`config.mk`:
```
export PLATFORM = sky130hd
export DESIGN_NAME = ra_2r1w_port_arb
export DESIGN_NICKNAME = d
export VERILOG_FILES = /design/src/rtl/ra_2r1w_pkg.sv /design/src/rtl/ra_2r1w_port_arb_rr_pick2.sv /design/src/rtl/ra_2r1w_port_arb.sv
export SDC_FILE = /design/constraint.sdc
export NUM_CORES = 1
export LEC_CHECK = 0
export BUFFER_PORTS_ARGS = -buffer_cell sky130_fd_sc_hd__buf_2
export CELL_PAD_IN_SITES_DETAIL_PLACEMENT = 1
export CELL_PAD_IN_SITES_GLOBAL_PLACEMENT = 1
export CORE_ASPECT_RATIO = 0.75
export CORE_UTILIZATION = 31
export DETAILED_ROUTE_END_ITERATION = 12
export GPL_ROUTABILITY_DRIVEN = 1
export GPL_TIMING_DRIVEN = 0
export PLACE_DENSITY = 0.89
export SLEW_MARGIN = 30
export SYNTH_ARGS = -nofsm -noshare
export SYNTH_HDL_FRONTEND = slang
export SYNTH_SLANG_ARGS = --single-unit
```
`constraint.sdc`:
```
create_clock -name clk -period 5.75 [get_ports clk]
set_input_delay 1.15 -clock clk [delete_from_list [all_inputs] [get_ports clk]]
set_output_delay 1.15 -clock clk [all_outputs]
set_load 0.1 [all_outputs]
```
`src/rtl/ra_2r1w_pkg.sv`:
```
// Shared defaults and types for the ra_2r1w register-array front end.
package ra_2r1w_pkg;

    localparam int unsigned NREQ = 4;
    localparam int unsigned AW   = 5;
    localparam int unsigned DW   = 32;

    typedef logic [0:AW-1] adr_t;
    typedef logic [0:DW-1] dat_t;

    // Increment a requester index with wrap at n.
    function automatic int unsigned wrap_inc(input int unsigned i, input int unsigned n);
        return (i + 1 >= n) ? 0 : i + 1;
    endfunction

endpackage

```
`src/rtl/ra_2r1w_port_arb_rr_pick2.sv`:
```
// Combinational round-robin picker returning up to two winners, scanning from ptr.
module rr_pick2 #(
    parameter int unsigned NREQ = 4,
    parameter int unsigned IDW  = 2
) (
    input  logic [NREQ-1:0] req,
    input  logic [IDW-1:0]  ptr,
    output logic [NREQ-1:0] gnt,
    output logic [IDW-1:0]  idx0,
    output logic            v0,
    output logic [IDW-1:0]  idx1,
    output logic            v1
);

    always_comb begin
        gnt  = '0;
        idx0 = '0;
        idx1 = '0;
        v0   = 1'b0;
        v1   = 1'b0;
        for (int unsigned i = 0; i < NREQ; i++) begin
            int unsigned j;
            j = int'(ptr) + i;
            if (j >= NREQ) j = j - NREQ;
            if (req[j]) begin
                if (!v0) begin
                    v0     = 1'b1;
                    idx0   = IDW'(j);
                    gnt[j] = 1'b1;
                end else if (!v1) begin
                    v1     = 1'b1;
                    idx1   = IDW'(j);
                    gnt[j] = 1'b1;
                end
            end
        end
    end

endmodule

```
`src/rtl/ra_2r1w_port_arb.sv`:
```
// Shares the array's two read ports among NREQ requesters, passes the writer through
// to write port 0, and forwards write data to same-cycle reads of the same address.
module ra_2r1w_port_arb #(
    parameter int unsigned NREQ = ra_2r1w_pkg::NREQ,
    parameter int unsigned AW   = ra_2r1w_pkg::AW,
    parameter int unsigned DW   = ra_2r1w_pkg::DW,
    parameter int unsigned IDW  = $clog2(NREQ)
) (
    input  logic               clk,
    input  logic               reset,
    input  logic [NREQ-1:0]    rq_vld,
    input  logic [NREQ*AW-1:0] rq_adr,
    output logic [NREQ-1:0]    rq_rdy,
    output logic               rs_vld_0,
    output logic               rs_vld_1,
    output logic [IDW-1:0]     rs_id_0,
    output logic [IDW-1:0]     rs_id_1,
    output logic [0:DW-1]      rs_dat_0,
    output logic [0:DW-1]      rs_dat_1,
    input  logic               wr_req,
    input  logic [0:AW-1]      wr_adr,
    input  logic [0:DW-1]      wr_dat,
    output logic               wr_ack,
    output logic               strobe,
    output logic               rd_enb_0,
    output logic               rd_enb_1,
    output logic [0:AW-1]      rd_adr_0,
    output logic [0:AW-1]      rd_adr_1,
    input  logic [0:DW-1]      rd_dat_0,
    input  logic [0:DW-1]      rd_dat_1,
    output logic               wr_enb_0,
    output logic [0:AW-1]      wr_adr_0,
    output logic [0:DW-1]      wr_dat_0
);
    import ra_2r1w_pkg::*;

    logic [NREQ-1:0] gnt;
    logic [IDW-1:0]  idx0, idx1, last;
    logic            v0, v1;

    logic [IDW-1:0]  ptr_q, ptr_d;
    logic            vld0_q, vld0_d, vld1_q, vld1_d;
    logic [IDW-1:0]  id0_q, id0_d, id1_q, id1_d;
    logic            fwd0_q, fwd0_d, fwd1_q, fwd1_d;
    logic [0:DW-1]   wdat_q, wdat_d;

    rr_pick2 #(
        .NREQ (NREQ),
        .IDW  (IDW)
    ) u_pick (
        .req  (rq_vld),
        .ptr  (ptr_q),
        .gnt  (gnt),
        .idx0 (idx0),
        .v0   (v0),
        .idx1 (idx1),
        .v1   (v1)
    );

    // Every combinational output is held at zero while reset is asserted.
    always_comb begin
        rq_rdy   = '0;
        rd_enb_0 = 1'b0;
        rd_enb_1 = 1'b0;
        rd_adr_0 = '0;
        rd_adr_1 = '0;
        wr_enb_0 = 1'b0;
        wr_ack   = 1'b0;
        wr_adr_0 = '0;
        wr_dat_0 = '0;
        if (reset) begin
            rq_rdy   = gnt;
            rd_enb_0 = v0;
            rd_enb_1 = v1;
            if (v0) rd_adr_0 = rq_adr[idx0*AW +: AW];
            if (v1) rd_adr_1 = rq_adr[idx1*AW +: AW];
            wr_enb_0 = wr_req;
            wr_ack   = wr_req;
            wr_adr_0 = wr_adr;
            wr_dat_0 = wr_dat;
        end
    end

    assign strobe = rd_enb_0 | rd_enb_1 | wr_enb_0;

    always_comb begin
        last   = v1 ? idx1 : idx0;
        ptr_d  = ptr_q;
        if (rd_enb_0) ptr_d = IDW'(wrap_inc(int'(last), NREQ));
        vld0_d = rd_enb_0;
        vld1_d = rd_enb_1;
        id0_d  = rd_enb_0 ? idx0 : '0;
        id1_d  = rd_enb_1 ? idx1 : '0;
        fwd0_d = rd_enb_0 && wr_enb_0 && (wr_adr_0 == rd_adr_0);
        fwd1_d = rd_enb_1 && wr_enb_0 && (wr_adr_0 == rd_adr_1);
        wdat_d = wr_enb_0 ? wr_dat_0 : wdat_q;
    end

    always_ff @(posedge clk or negedge reset) begin
        if (!reset) begin
            ptr_q  <= '0;
            vld0_q <= 1'b0;
            vld1_q <= 1'b0;
            id0_q  <= '0;
            id1_q  <= '0;
            fwd0_q <= 1'b0;
            fwd1_q <= 1'b0;
            wdat_q <= '0;
        end else begin
            ptr_q  <= ptr_d;
            vld0_q <= vld0_d;
            vld1_q <= vld1_d;
            id0_q  <= id0_d;
            id1_q  <= id1_d;
            fwd0_q <= fwd0_d;
            fwd1_q <= fwd1_d;
            wdat_q <= wdat_d;
        end
    end

    // Array data arrives one cycle after enable; a forwarded lane uses the registered write data.
    always_comb begin
        rs_dat_0 = '0;
        rs_dat_1 = '0;
        if (reset && vld0_q) rs_dat_0 = fwd0_q ? wdat_q : rd_dat_0;
        if (reset && vld1_q) rs_dat_1 = fwd1_q ? wdat_q : rd_dat_1;
    end

    assign rs_vld_0 = vld0_q;
    assign rs_vld_1 = vld1_q;
    assign rs_id_0  = id0_q;
    assign rs_id_1  = id1_q;

endmodule

```
# [Yosys cells after proc, flatten, opt, wreduce, memory -nomap -nowiden]
# Index checks and enable logic that the tools add are counted.
[totals] out_inout_bits=126 in_bits=128 mem_bits_ro=0 latch_bits=0 ram_bits=0 regBits=42 mem_count=0 word_cells=121
[op_classes] n_mux=71 reduce_logical=10 n_div=0 add_sub_neg=8 mul=2 order_cmp=13 n_eq_ne=2 shifts=2 n_bitwise=5
[op_table] cell="$mux 32" count=9
[op_table] cell="$ge 32x1->1 const B" count=4
[op_table] cell="$lt 32x3->1 const B" count=4
[op_table] cell="$ge 32x3->1 const B" count=3
[op_table] cell="$sub 32x3->32 const B" count=3
[op_table] cell="$shiftx 20x6->5" count=2
[op_table] cell="$mux 2" count=19
[op_table] cell="$mux 4" count=9
[op_table] cell="$mux 5" count=5
[op_table] cell="$mux 1" count=21
[op_table] cell="$or 4x4->4" count=3
[op_table] cell="$eq 5x5->1" count=2
[op_table] cell="$logic_and 1x1->1" count=10
[op_table] cell="$mul 2x3->5 const B" count=2
[op_table] cell="$bmux 1 s2" count=4
[op_table] cell="$demux 1 s2" count=4
[op_table] cell="$add 2x1->3 const B" count=2
[op_table] cell="$add 2x2->3 const B" count=2
[op_table] cell="$sub 2x3->4 const B" count=1
[op_table] cell="$ge 2x3->1 const B" count=1
[op_table] cell="$ge 3x3->1 const B" count=1
[op_table] cell="$or 1x1->1" count=2

# [Logic depth before layout (Yosys ltp)]
# Gate-level depths: netlist of run 1.
[depth] ltp_word=19 ltp_mapped=14 mapped_depth_nobuf=10

# [By module]
# Synthesis of run 1 repeated with hierarchy kept, for this count alone.
[hier_totals] cells_unflattened=441 hier_area_um2=4056.4
[modules_own_cells] module="ra_2r1w_port_arb" area_each_um2=3369.5 cells_each=358 instances=1
[modules_own_cells] module="rr_pick2" area_each_um2=686.9 cells_each=83 instances=1

# [Worst setup path before layout of run 1]
# No wires, ideal clock.
[synth_path] path_kind="in2out" start="input rq_vld[3]" end="output rd_adr_0[1] (netlist name)" cell_stages=9 t_required_ns=4.600 t_arrival_ns=5.178 path_slack_ns=-0.578 cell_sequence="mux4_2 > buf_6 > buf_2 > ha_1 > mux2i_1 > o22ai_1 > a2111oi_0 > a211oi_2 > nor3_1"
[synth_between] elab_chain_len=13 word_cells_on_any_way=23
[synth_rtl] element="from (decl)" line_no="ra_2r1w_port_arb.sv:11" rtl="input logic [NREQ-1:0] rq_vld,"
[synth_rtl] element="$bmux 1 s2" line_no="ra_2r1w_port_arb_rr_pick2.sv:25" rtl="if (req[j]) begin"
[synth_rtl] element="$mux 1 (not written as such)" line_no="ra_2r1w_port_arb_rr_pick2.sv:25"
[synth_rtl] element="$mux 2 / $mux 1 (equally long branches)" line_no="ra_2r1w_port_arb_rr_pick2.sv:25"
[synth_rtl] element="$mux 2" line_no="ra_2r1w_port_arb_rr_pick2.sv:26" rtl="if (!v0) begin"
[synth_rtl] element="$mux 2" line_no="ra_2r1w_port_arb_rr_pick2.sv:25"
[synth_rtl] element="$mux 2" line_no="ra_2r1w_port_arb_rr_pick2.sv:26"
[synth_rtl] element="$mux 2" line_no="ra_2r1w_port_arb_rr_pick2.sv:25"
[synth_rtl] element="$mux 2" line_no="ra_2r1w_port_arb_rr_pick2.sv:26"
[synth_rtl] element="$mux 2" line_no="ra_2r1w_port_arb_rr_pick2.sv:25"
[synth_rtl] element="$mul 2x3->5" line_no="ra_2r1w_port_arb.sv:75" rtl="if (v0) rd_adr_0 = rq_adr[idx0*AW +: AW];"
[synth_rtl] element="$shiftx 20x6->5" line_no="ra_2r1w_port_arb.sv:75"
[synth_rtl] element="$mux 5 (*)" line_no="ra_2r1w_port_arb.sv:75"
[synth_rtl] element="$mux 5 (*)" line_no="ra_2r1w_port_arb.sv:71" rtl="if (reset) begin"
[synth_rtl] element="to (decl)" line_no="ra_2r1w_port_arb.sv:27" rtl="output logic [0:AW-1] rd_adr_0,"
# Every way passes the cells marked *; elsewhere a longest branch is shown, timed or not. The select of a mux whose other input is x is not followed.

# [Final worst setup path of run 1]
[layout_path] start="register ptr_q[1]" end="output rd_adr_1[3] (netlist name)"
[layout_between] elab_chain_len=17 word_cells_on_any_way=44
[layout_rtl] element="from (decl)" line_no="ra_2r1w_port_arb.sv:41" rtl="logic [IDW-1:0] ptr_q, ptr_d;"
[layout_rtl] element="from (signal assigned)" line_no="ra_2r1w_port_arb.sv:110" rtl="ptr_q <= ptr_d;"
[layout_rtl] element="parallel branches: the longest is 15 deep, another holds $sub 32x3->32"
[layout_rtl] element="$mux 5 (*)" line_no="ra_2r1w_port_arb.sv:76" rtl="if (v1) rd_adr_1 = rq_adr[idx1*AW +: AW];"
[layout_rtl] element="$mux 5 (*)" line_no="ra_2r1w_port_arb.sv:71"
[layout_rtl] element="to (decl)" line_no="ra_2r1w_port_arb.sv:28" rtl="output logic [0:AW-1] rd_adr_1,"
# Mark *: on every way between the ends. The select of a mux whose other input is x is not followed.

==> results of run 1 <==
[state kept, by name (all words and copies together), names as in the netlist]
| name | count |
|---|---|
| wdat_q | 32 |
| ptr_q | 2 |
| rs_id_0 | 2 |
| rs_id_1 | 2 |
| fwd0_q | 1 |
| fwd1_q | 1 |
| rs_vld_0 | 1 |
| rs_vld_1 | 1 |
[cell usage after synthesis (3+ instances only)]
cell and number:
sky130_fd_sc_hd__or4_1 3, sky130_fd_sc_hd__o21ai_0 9, sky130_fd_sc_hd__mux2_2 35, sky130_fd_sc_hd__clkbuf_1 20, sky130_fd_sc_hd__buf_1 10, sky130_fd_sc_hd__mux2i_1 76
sky130_fd_sc_hd__buf_2 3, sky130_fd_sc_hd__nor2_1 77, sky130_fd_sc_hd__nand3_1 7, sky130_fd_sc_hd__mux4_2 6, sky130_fd_sc_hd__o21a_1 3, sky130_fd_sc_hd__a222oi_1 4
sky130_fd_sc_hd__and2_1 40, sky130_fd_sc_hd__nor3_1 5, sky130_fd_sc_hd__buf_6 5, sky130_fd_sc_hd__buf_4 4, sky130_fd_sc_hd__a21oi_1 7, sky130_fd_sc_hd__a2111oi_0 6
sky130_fd_sc_hd__nand2_1 17, sky130_fd_sc_hd__xnor2_1 3, sky130_fd_sc_hd__inv_1 17, sky130_fd_sc_hd__ha_1 6, sky130_fd_sc_hd__a211oi_1 8, sky130_fd_sc_hd__a21boi_0 7
sky130_fd_sc_hd__dfrtp_1 42, sky130_fd_sc_hd__nor2b_1 8
[stage by stage]
stage / cells / hold slack [ns] / utilization [%] / power, mW / setup TNS [ns]
2_1_floorplan: 472 / 0.5016 / - / 2.785 / 0
4_1_cts: 904 / 0.5428 / 45.12 / 3.723 / 0
3_3_place_gp: 896 / 0.5144 / 43.57 / 3.298 / -0.8126
3_5_place_dp: 897 / 0.5284 / 43.68 / 3.359 / 0
5_1_grt: 904 / 0.5637 / 45.27 / 3.924 / 0
6_report: 905 / 0.5389 / 45.28 / 3.740 / 0
[layer usage]
layer  wire length [um]  global-route usage (%)  up-vias
met5                  0                       0        -
met4                320                   5.641        0
met3               1226                   3.736       15
met2               8115                   40.53      196
met1               7179                   29.57     2274
li1                   -                       -     2201
[how the worst min path moves through the flow]
stage,from,end,slack [ns],cells after the start
2_1_floorplan,wdat_q[10]$_DFFE_PN0P_,wdat_q[10]$_DFFE_PN0P_,0.50,1
3_3_place_gp,wdat_q[25]$_DFFE_PN0P_,wdat_q[25]$_DFFE_PN0P_,0.51,1
3_5_place_dp,wdat_q[8]$_DFFE_PN0P_,wdat_q[8]$_DFFE_PN0P_,0.53,1
4_1_cts,wdat_q[8]$_DFFE_PN0P_,wdat_q[8]$_DFFE_PN0P_,0.54,1
5_1_grt,wdat_q[0]$_DFFE_PN0P_,wdat_q[0]$_DFFE_PN0P_,0.56,1
6_report,wdat_q[8]$_DFFE_PN0P_,wdat_q[8]$_DFFE_PN0P_,0.54,1
[worst max-delay path: cells and delay by family, from the launching register on]
family | cells | cell delay, ns
AOI/OAI and AO/OA | 2 | 0.41
xor gates and xnor gates | 1 | 0.17
adders and majority gates | 1 | 0.36
buffers and inverters | 5 | 1.31
DFF | 1 | 0.51
muxes | 2 | 1.14
and+or+nand+nor | 1 | 0.19
[what timing repair did]
action | 4_1_cts | 5_1_grt
setup buffers | 0 | 0
cloned | 0 | 0
gates resized for setup | 4 | 9
endpoints found under the setup margin | 5 | 10
hold endpoints to repair | 0 | 0
pin swaps | 0 | 1
[kinds of logic (layout without fill, tap and decap cells)]
| family | Yosys count | in the layout | synth area share [%] |
|---|---|---|---|
| other | 0 | 1 | 0 |
| AND/OR/NAND/NOR | 169 | 169 | 19.83 |
| buffers and inverters | 59 | 320 | 6.601 |
| XOR/XNOR | 5 | 5 | 1.041 |
| AO/OA/AOI/OAI | 72 | 72 | 13.86 |
| flip-flops | 42 | 42 | 24.98 |
| multiplexers | 119 | 119 | 31.91 |
| adder cells (fa/ha/maj) | 6 | 6 | 1.784 |
[report_power, final]
| part | total [mW] | internal, mW | leakage, nW | switching (mW) |
|---|---|---|---|---|
| Clock | 0.331 | 0.215 | 0.0829 | 0.116 |
| Sequential | 0.403 | 0.353 | 0.506 | 0.0501 |
| Combinational | 3.01 | 0.797 | 2.28 | 2.21 |
| Total | 3.74 | 1.36 | 2.87 | 2.38 |
[layout make-up]
| type | instances | share of cell area [%] |
|---|---|---|
| Multi-Input combinational cell | 371 | 49.52 |
| Timing Repair Buffer | 254 | 21.54 |
| Sequential cell | 42 | 17.71 |
| Buffer | 42 | 3.668 |
| Tap cell | 171 | 3.605 |
| Clock buffer | 6 | 2.340 |
| Inverter | 17 | 1.075 |
| Clock inverter | 1 | 0.5059 |
| Antenna cell | 1 | 0.04216 |
==> flow_summary.ini, run 1 <==
[synthesis]
mappedNetlistArea_um2 = 4208
synth_enable_flop_cells = 0
synthDominantAreaCellType = sky130_fd_sc_hd__dfrtp_1
sequential_element_share_of_the_synthesized_area_pct = 24.98
syn-instance-count = 472
ys_types = 63
synthesis.yosys.warnings = 0
yosys_most_used_dff = sky130_fd_sc_hd__dfrtp_1
synthArstFlopShare_pct = 100.0
post_synth_main_area_contributors = sky130_fd_sc_hd__dfrtp_1 (25%), sky130_fd_sc_hd__mux2i_1 (18%), sky130_fd_sc_hd__mux2_2 (9.4%), sky130_fd_sc_hd__nor2_1 (6.9%), sky130_fd_sc_hd__and2_1 (5.9%)
synthDominantCellAreaShare_pct = 24.98
synth_nets = 606
synth_seq_cells = 42
syn_avg_cell_area_um2 = 8.915

[timing]
slew_headroom_pct = 43.67
max_freq_mhz = 180.1
fin_worst_skew_ns = 0.001413
final_hold_vio_count = 0
worst_slew_pin_slew_ns = 0.8450
report.final.setup_viol = 0
fin_ws_ns = 0.1975
rsz0062_at_grt = false
final-max-slew-violation-count = 0
post-route-min-period_ns = 5.552
finalCritPeriodShare_pct = 96.56

[floorplanning]
core_region_area_um2 = 13110
die_boundary_height_um = 102.9
floorplan.die_area_um2 = 14050
core.rowCount = 36
initial_utilization_pct = 32.10
floorplan.die.width_um = 136.5
count_of_boundary_i_o_pins = 254

[setup_path]
worstSetupStartpointType = flip-flop
critical_path.startpoint = ptr_q[1]$_DFFE_PN0P_
rr_worst_depth = 13
worst_setup_path_type = reg -> out
timing.rr.start = ptr_q[1]$_DFFE_PN0P_
critical_path.endpoint = rd_adr_1[3]
cpPeakStageDelay_ns = 0.65
critPathSlowestCell = sky130_fd_sc_hd__mux4_1
regToRegEndpoint = fwd1_q$_DFF_PN0_
critPathCaptureType = output port
reg2reg_setup_slack_ns = 1.42
cp.arrival_ns = 4.40
critical_path_peak_fanout = 10
critPathRequiredTime_ns = 4.60
worstPathCellList = clkbuf_1, inv_1, ha_1, mux4_2, buf_4, xor2_1, a22oi_2, o21ai_2, buf_6, mux4_1, and2_1, buf_2

[clock_network]
cts_hold_buffers = 0
cts_buffers = 5
clock_tree_from_tritoncts = built
worst_skew_pair.late_latency_ns = 0.28
clkSinkCount = 42
cts_max_path_buffers = 2
cts.htree.levels = 2
cts.clk_slew.worst_paths_ns = 0.06
cts_root_buffer = sky130_fd_sc_hd__clkbuf_16

[global_routing]
track_usage_pct = 23.06
globalRoute.totalOverflow = 0
first_pass_grt_wire_length_um = 24890
grt_pass1_vias = 4667
largest_net_degree_at_the_start_of_global_routing = 44
grt_antenna_before_repair = 0

[finish]
layout.cells.most_common = sky130_fd_sc_hd__buf_2
layout.filler_cells = 1647
stdcell_area_um2 = 5936
multi_input_comb_area_um2 = 2939
finalNetCount = 867
seq_area_um2 = 1051
syn_to_final_growth_pct = 41.06
most-common-layout-cells = sky130_fd_sc_hd__buf_2 (254), sky130_fd_sc_hd__mux2i_1 (76), sky130_fd_sc_hd__nor2_1 (76), sky130_fd_sc_hd__dfrtp_1 (42), sky130_fd_sc_hd__and2_1 (40)
layout-drive-gt1-share_pct = 46.11

[run]
max-cap-violations = 0

[pwr]
leakage_nw = 2.866
power_per_cell_area_nw_per_um2 = 630.1
worst_ir_drop_vdd_mv = 0.5591

[route]
routed_wl_per_cell_um = 18.61
vias = 4686
drt_first_iter_violations = 158
drcViolationCount = 0
number_of_vias_per_cell = 5.178
first_pass_drt_iterations = 4
detail_route.wirelength_um = 16840
postRouteAntennaNets = 0

[placed_design]
final_gp_congestion = 0.8848
io_buffers = 253
placement.setup.worst_slack_ns = 0.08695
hpwlAfterDp_um = 13540
placed_area_um2 = 5725

[hold_path]
hold_path_class = reg -> reg

[run_status]
status = finished clean
No activity file was read; power rests on OpenSTA's default activity.
==> run 2: changes to the inputs <==
--- a/config.mk
+++ b/config.mk
@@ -8,8 +8,8 @@
 export BUFFER_PORTS_ARGS = -buffer_cell sky130_fd_sc_hd__buf_2
 export CELL_PAD_IN_SITES_DETAIL_PLACEMENT = 1
 export CELL_PAD_IN_SITES_GLOBAL_PLACEMENT = 1
-export CORE_ASPECT_RATIO = 0.75
 export CORE_UTILIZATION = 31
+export CTS_CLUSTER_DIAMETER = 200
 export DETAILED_ROUTE_END_ITERATION = 12
 export GPL_ROUTABILITY_DRIVEN = 1
 export GPL_TIMING_DRIVEN = 0
==> run 2 against run 1 <==
Effect of this change:
- power is 1.2% lower
- non-clock buffer count is 1 lower
- critical endpoint unchanged
- sequential share of layout area hardly changed
- register-to-register slack worse by 0.02 ns
- largest cell class unchanged
==> flow_summary.ini, run 2 (synthesized netlist as in run 1, its figures left out) <==
[setup_path]
cpPeakStageDelay_ns = 0.61
worstSetupStartpointType = flip-flop
critPathRequiredTime_ns = 4.60
worst_setup_path_type = reg -> out
cp.arrival_ns = 4.30
critPathSlowestCell = sky130_fd_sc_hd__mux4_1
rr_worst_depth = 14
cp_common_cell = sky130_fd_sc_hd__buf_6
critical_path_peak_fanout = 10
critical_path_depth = 13
cp.buffers_inverters = 6
critPathCaptureType = output port
critical_path.top_delay_family = buffers and inverters
worstPathCellList = buf_6, clkbuf_2, inv_1, ha_1, mux4_2, buf_4, xor2_1, a22oi_2, o21ai_2, buf_6, mux4_1, and2_1, buf_2

[floorplanning]
core_region_area_um2 = 13240
core.rowCount = 42
floorplan.die.width_um = 118.5
count_of_boundary_i_o_pins = 254
die_boundary_height_um = 118.5
floorplan.die_area_um2 = 14040
initial_utilization_pct = 31.77

[clock_network]
cts_buffers = 5
clock_tree_from_tritoncts = built
worst_skew_pair.late_latency_ns = 0.28
cts.htree.levels = 2
cts_max_path_buffers = 2
cts_root_buffer = sky130_fd_sc_hd__clkbuf_16
clkSinkCount = 42
cts.clk_slew.worst_paths_ns = 0.06

[timing]
rsz0062_at_grt = false
tns_ns = 0
post-route-min-period_ns = 5.451
worst_slew_pin_slew_ns = 0.7847
report.final.setup_viol = 0
final_hold_vio_count = 0
fin_ws_ns = 0.2994
max_freq_mhz = 183.5
final-max-slew-violation-count = 0
slew_headroom_pct = 47.68
fin_worst_skew_ns = 0.007044
finalCritPeriodShare_pct = 94.79

[finish]
layout.filler_cells = 1680
largest_register_ff_count = 32
fin_cells = 911
layout.cells.most_common = sky130_fd_sc_hd__buf_2
register_with_the_highest_flop_count = wdat_q
syn_to_final_growth_pct = 40.74
finalNetCount = 866
layout-drive-gt1-share_pct = 46.11
most-common-layout-cells = sky130_fd_sc_hd__buf_2 (254), sky130_fd_sc_hd__mux2i_1 (76), sky130_fd_sc_hd__nor2_1 (76), sky130_fd_sc_hd__dfrtp_1 (42), sky130_fd_sc_hd__and2_1 (40)

[route]
detail_route.wirelength_um = 17030
routed_wl_per_cell_um = 18.70
number_of_vias_per_cell = 5.191
drt_first_iter_violations = 220
first_pass_drt_iterations = 4
vias = 4729
postRouteAntennaNets = 0
drcViolationCount = 0

[placed_design]
dp.cells = 901
final_gp_congestion = 0.8746
placement.setup.worst_slack_ns = 0.02226
io_buffers = 253
hpwlAfterDp_um = 13970

[hold_path]
hold_path_class = reg -> reg
min_delay_path_depth = 1

[run_status]
status = finished clean

[global_routing]
grt_pass1_vias = 4862
grt_antenna_before_repair = 2
globalRoute.totalOverflow = 0
first_pass_grt_wire_length_um = 26860
track_usage_pct = 24.34
largest_net_degree_at_the_start_of_global_routing = 44

[pwr]
power_per_cell_area_nw_per_um2 = 624.0
leakage_nw = 2.859
worst_ir_drop_vdd_mv = 0.7648

[run]
max-cap-violations = 0
[run 2: cell count changes in the layout (fill, tap and decap cells not counted), sizes merged]
| cell | previous run | this run |
|---|---|---|
| bufinv | 1 | 0 |
| clkbuf | 28 | 27 |
| clkinv | 0 | 2 |
| diode | 1 | 2 |
[run 2: worst paths after layout]
| path | start | endpoint | slack, ns |
|---|---|---|---|
| setup / recovery | ptr_q[0]$_DFFE_PN0P_ | rd_adr_1[3] | 0.30 |
| hold / removal | wdat_q[29]$_DFFE_PN0P_ | wdat_q[29]$_DFFE_PN0P_ | 0.53 |
| setup reg to reg | ptr_q[0]$_DFFE_PN0P_ | fwd0_q$_DFF_PN0_ | 1.40 |
| hold reg to reg | wdat_q[29]$_DFFE_PN0P_ | wdat_q[29]$_DFFE_PN0P_ | 0.53 |
| max in group asynchronous | reset | wdat_q[16]$_DFFE_PN0P_ | 4.50 |
| min in group asynchronous | reset | wdat_q[30]$_DFFE_PN0P_ | 0.85 |
[run 2: power by group]
group / internal, mW / switching [mW] / leakage (nW) / total [mW]
logic: 0.794 / 2.22 / 2.28 / 3.01
clock network: 0.161 / 0.119 / 0.0708 / 0.280
registers: 0.352 / 0.0493 / 0.506 / 0.402
[run 2: area by class of cell]
cell class / instances / area (um^2) / area share, %
multi-input cells: 371 / 2949 / 49.80
plain buffers: 42 / 219.0 / 3.697
inverters: 17 / 63.81 / 1.078
well taps: 176 / 220.2 / 3.719
clock buffers: 6 / 128.9 / 2.176
clock inverters: 2 / 13.76 / 0.2324
flip-flops and latches: 42 / 1051 / 17.75
diodes: 2 / 5.005 / 0.08451
repair buffers: 253 / 1271 / 21.47
[run 2: repair_timing]
item                       4_1_cts  5_1_grt
resized for setup                4       11
gates cloned                     0        0
buffers inserted                 0        0
setup endpoints to repair        5       12
pin swaps                        0        1
hold buffers                     0        0
[run 2: metal layers]
metal	vias up	part of all wire (%)	track usage, %
li1	2208	-	-
met1	2309	40	27.59
met2	186	52	45.77
met3	26	5.6	4.585
met4	0	2.3	7.278
met5	-	0	0
[run 2: through the flow]
step	util, %	hold WS [ns]	instance area (um^2)	total power, mW
floorplan	-	0.5016	4230	2.785
global placement	43.17	0.5193	5717	3.303
detailed placement	43.24	0.5268	5727	3.359
CTS	44.55	0.5368	5899	3.675
global route	44.70	0.5489	5919	3.892
finish	44.72	0.5346	5922	3.695
==> run 3: changes to the inputs <==
--- a/config.mk
+++ b/config.mk
@@ -5,6 +5,7 @@
 export SDC_FILE = /design/constraint.sdc
 export NUM_CORES = 1
 export LEC_CHECK = 0
+export ABC_CLOCK_PERIOD_IN_PS = 5750
 export BUFFER_PORTS_ARGS = -buffer_cell sky130_fd_sc_hd__buf_2
 export CELL_PAD_IN_SITES_DETAIL_PLACEMENT = 1
 export CELL_PAD_IN_SITES_GLOBAL_PLACEMENT = 1
@@ -14,6 +15,7 @@
 export GPL_ROUTABILITY_DRIVEN = 1
 export GPL_TIMING_DRIVEN = 0
 export PLACE_DENSITY = 0.89
+export RECOVER_POWER = 100
 export SLEW_MARGIN = 30
 export SYNTH_ARGS = -nofsm -noshare
 export SYNTH_HDL_FRONTEND = slang
==> run 3 against run 2 <==
Effect of this change:
- sequential cell count did not move
- global-route usage unchanged
- power fell by 0.36%
- sequential share of layout area rose by 0.26 points
- highest routed layer unchanged
- critical path depth unchanged
- final cell count fell by 0.11%
- largest cell class unchanged
- sequential power hardly changed
- non-clock buffer count unchanged
- first-iteration DRC count shrank 11%
- largest power group unchanged
==> flow_summary.ini, run 3 (synthesized netlist as in run 1, its figures left out) <==
[run_status]
status = finished clean

[clock_network]
clock_tree_from_tritoncts = built
cts_hold_buffers = 0
cts.clk_slew.worst_paths_ns = 0.06
cts_root_buffer = sky130_fd_sc_hd__clkbuf_16
cts_max_path_buffers = 2
cts_buffers = 5
clkSinkCount = 42
cts.htree.levels = 2
worst_skew_pair.late_latency_ns = 0.28

[placed_design]
placement.setup.worst_slack_ns = 0.02226
dp.cells = 901
io_buffers = 253
hpwlAfterDp_um = 13970
final_gp_congestion = 0.8746
placed_area_um2 = 5727

[setup_path]
critical_path_peak_fanout = 10
worstSetupStartpointType = flip-flop
rr_worst_depth = 14
cp.arrival_ns = 4.31
critPathRequiredTime_ns = 4.60
worst_setup_path_type = reg -> out
critPathCaptureType = output port

[global_routing]
track_usage_pct = 24.34
grt_pass1_vias = 4862
first_pass_grt_wire_length_um = 26860
gr-usage-met1_pct = 27.59
top_usage_layer_grt = met2
grt.met2_usage_pct = 45.77
largest_net_degree_at_the_start_of_global_routing = 44
grt_antenna_before_repair = 2
globalRoute.totalOverflow = 0
grt.met3_usage_pct = 4.585

[floorplanning]
die_boundary_height_um = 118.5
initial_utilization_pct = 31.77
floorplan.die_area_um2 = 14040
core.rowCount = 42
core_region_area_um2 = 13240
count_of_boundary_i_o_pins = 254
floorplan.die.width_um = 118.5

[hold_path]
min_delay_path_depth = 1
hold_path_class = reg -> reg

[route]
first_pass_drt_iterations = 5
vias = 4720
drt_first_iter_violations = 196
detail_route.wirelength_um = 17150
postRouteAntennaNets = 0
number_of_vias_per_cell = 5.187
routed_wl_per_cell_um = 18.84
drcViolationCount = 0

[finish]
most-common-layout-cells = sky130_fd_sc_hd__buf_2 (131), sky130_fd_sc_hd__clkbuf_1 (83), sky130_fd_sc_hd__mux2i_1 (76), sky130_fd_sc_hd__nor2_1 (76), sky130_fd_sc_hd__clkbuf_2 (61)
largest_register_ff_count = 32
finalNetCount = 866
syn_to_final_growth_pct = 38.72
stdcell_area_um2 = 5837
layout-drive-gt1-share_pct = 37.11
fin_cells = 910
register_with_the_highest_flop_count = wdat_q
layout.filler_cells = 1706
layout.cells.most_common = sky130_fd_sc_hd__buf_2

[pwr]
power_per_cell_area_nw_per_um2 = 630.8
worst_ir_drop_vdd_mv = 0.7667
leakage_nw = 2.573

[timing]
rsz0062_at_grt = false
post-route-min-period_ns = 5.456
final-max-slew-violation-count = 0
fin_worst_skew_ns = 0.005552
final_hold_vio_count = 0
fin_ws_ns = 0.2944
worst_slew_pin_slew_ns = 1.270
slew_headroom_pct = 15.67
report.final.setup_viol = 0
max_freq_mhz = 183.3
finalCritPeriodShare_pct = 94.88

[run]
max-cap-violations = 0
==> run 3: changes by cell type in the layout (fill, tap and decap cells not counted) <==
cell and delta:
sky130_fd_sc_hd__buf_2 -123, sky130_fd_sc_hd__clkbuf_1 +66, sky130_fd_sc_hd__clkbuf_2 +57, sky130_fd_sc_hd__diode_2 -1
==> run 3: power by group <==
group | leakage, nW | total [mW] | internal, mW | switching, mW
Combinational | 2.00 | 3.00 | 0.773 | 2.23
Sequential | 0.506 | 0.402 | 0.352 | 0.0499
Clock | 0.0708 | 0.280 | 0.161 | 0.119
==> run 3: metrics by stage <==
step | utilization [%] | power, mW | TNS (ns) | hold WS, ns
floorplan | - | 2.785 | 0 | 0.5016
global placement | 43.17 | 3.303 | -0.3716 | 0.5193
detailed placement | 43.24 | 3.359 | 0 | 0.5268
CTS | 44.55 | 3.675 | 0 | 0.5368
global route | 44.08 | 3.876 | 0 | 0.5489
finish | 44.08 | 3.682 | 0 | 0.5362
==> run 3: final timing paths <==
kind,from,to,slack [ns]
worst max register to register,ptr_q[0]$_DFFE_PN0P_,fwd0_q$_DFF_PN0_,1.40
worst min-delay path,wdat_q[29]$_DFFE_PN0P_,wdat_q[29]$_DFFE_PN0P_,0.54
min in group asynchronous,reset,wdat_q[30]$_DFFE_PN0P_,0.85
max in group asynchronous,reset,wdat_q[20]$_DFFE_PN0P_,4.49
worst max-delay path,ptr_q[0]$_DFFE_PN0P_,rd_adr_1[3],0.29
worst min register to register,wdat_q[29]$_DFFE_PN0P_,wdat_q[29]$_DFFE_PN0P_,0.54
==> run 3: area by class of cell <==
class | instances | area, um^2 | share of cell area, %
clock inverters | 2 | 13.76 | 0.2358
flip-flops and latches | 42 | 1051 | 18.01
diodes | 1 | 2.502 | 0.04287
multi-input cells | 371 | 2949 | 50.53
well taps | 176 | 220.2 | 3.773
repair buffers | 253 | 1190 | 20.39
plain buffers | 42 | 217.7 | 3.730
inverters | 17 | 63.81 | 1.093
clock buffers | 6 | 128.9 | 2.208
==> run 3: worst max-delay path: stages (launching register included) <==
cell,delay (ns)
sky130_fd_sc_hd__dfrtp_1,0.45
sky130_fd_sc_hd__buf_6,0.17
sky130_fd_sc_hd__clkbuf_2,0.23
sky130_fd_sc_hd__inv_1,0.16
sky130_fd_sc_hd__ha_1,0.35
sky130_fd_sc_hd__mux4_2,0.49
sky130_fd_sc_hd__buf_4,0.19
sky130_fd_sc_hd__xor2_1,0.19
sky130_fd_sc_hd__a22oi_2,0.11
sky130_fd_sc_hd__o21ai_2,0.34
sky130_fd_sc_hd__buf_6,0.24
sky130_fd_sc_hd__mux4_1,0.61
sky130_fd_sc_hd__and2_1,0.18
sky130_fd_sc_hd__buf_2,0.28
==> run 3: timing repair <==
item	4_1_cts	5_1_grt
endpoints found under the setup margin	5	12
pin swaps	0	1
setup buffers	0	0
resized for setup	4	11
==> run 3: metal layers <==
layer | wire, um | vias to the layer above
met5 | 0 | -
met4 | 393 | 0
met3 | 925 | 26
met2 | 8972 | 184
met1 | 6855 | 2308
li1 | - | 2202
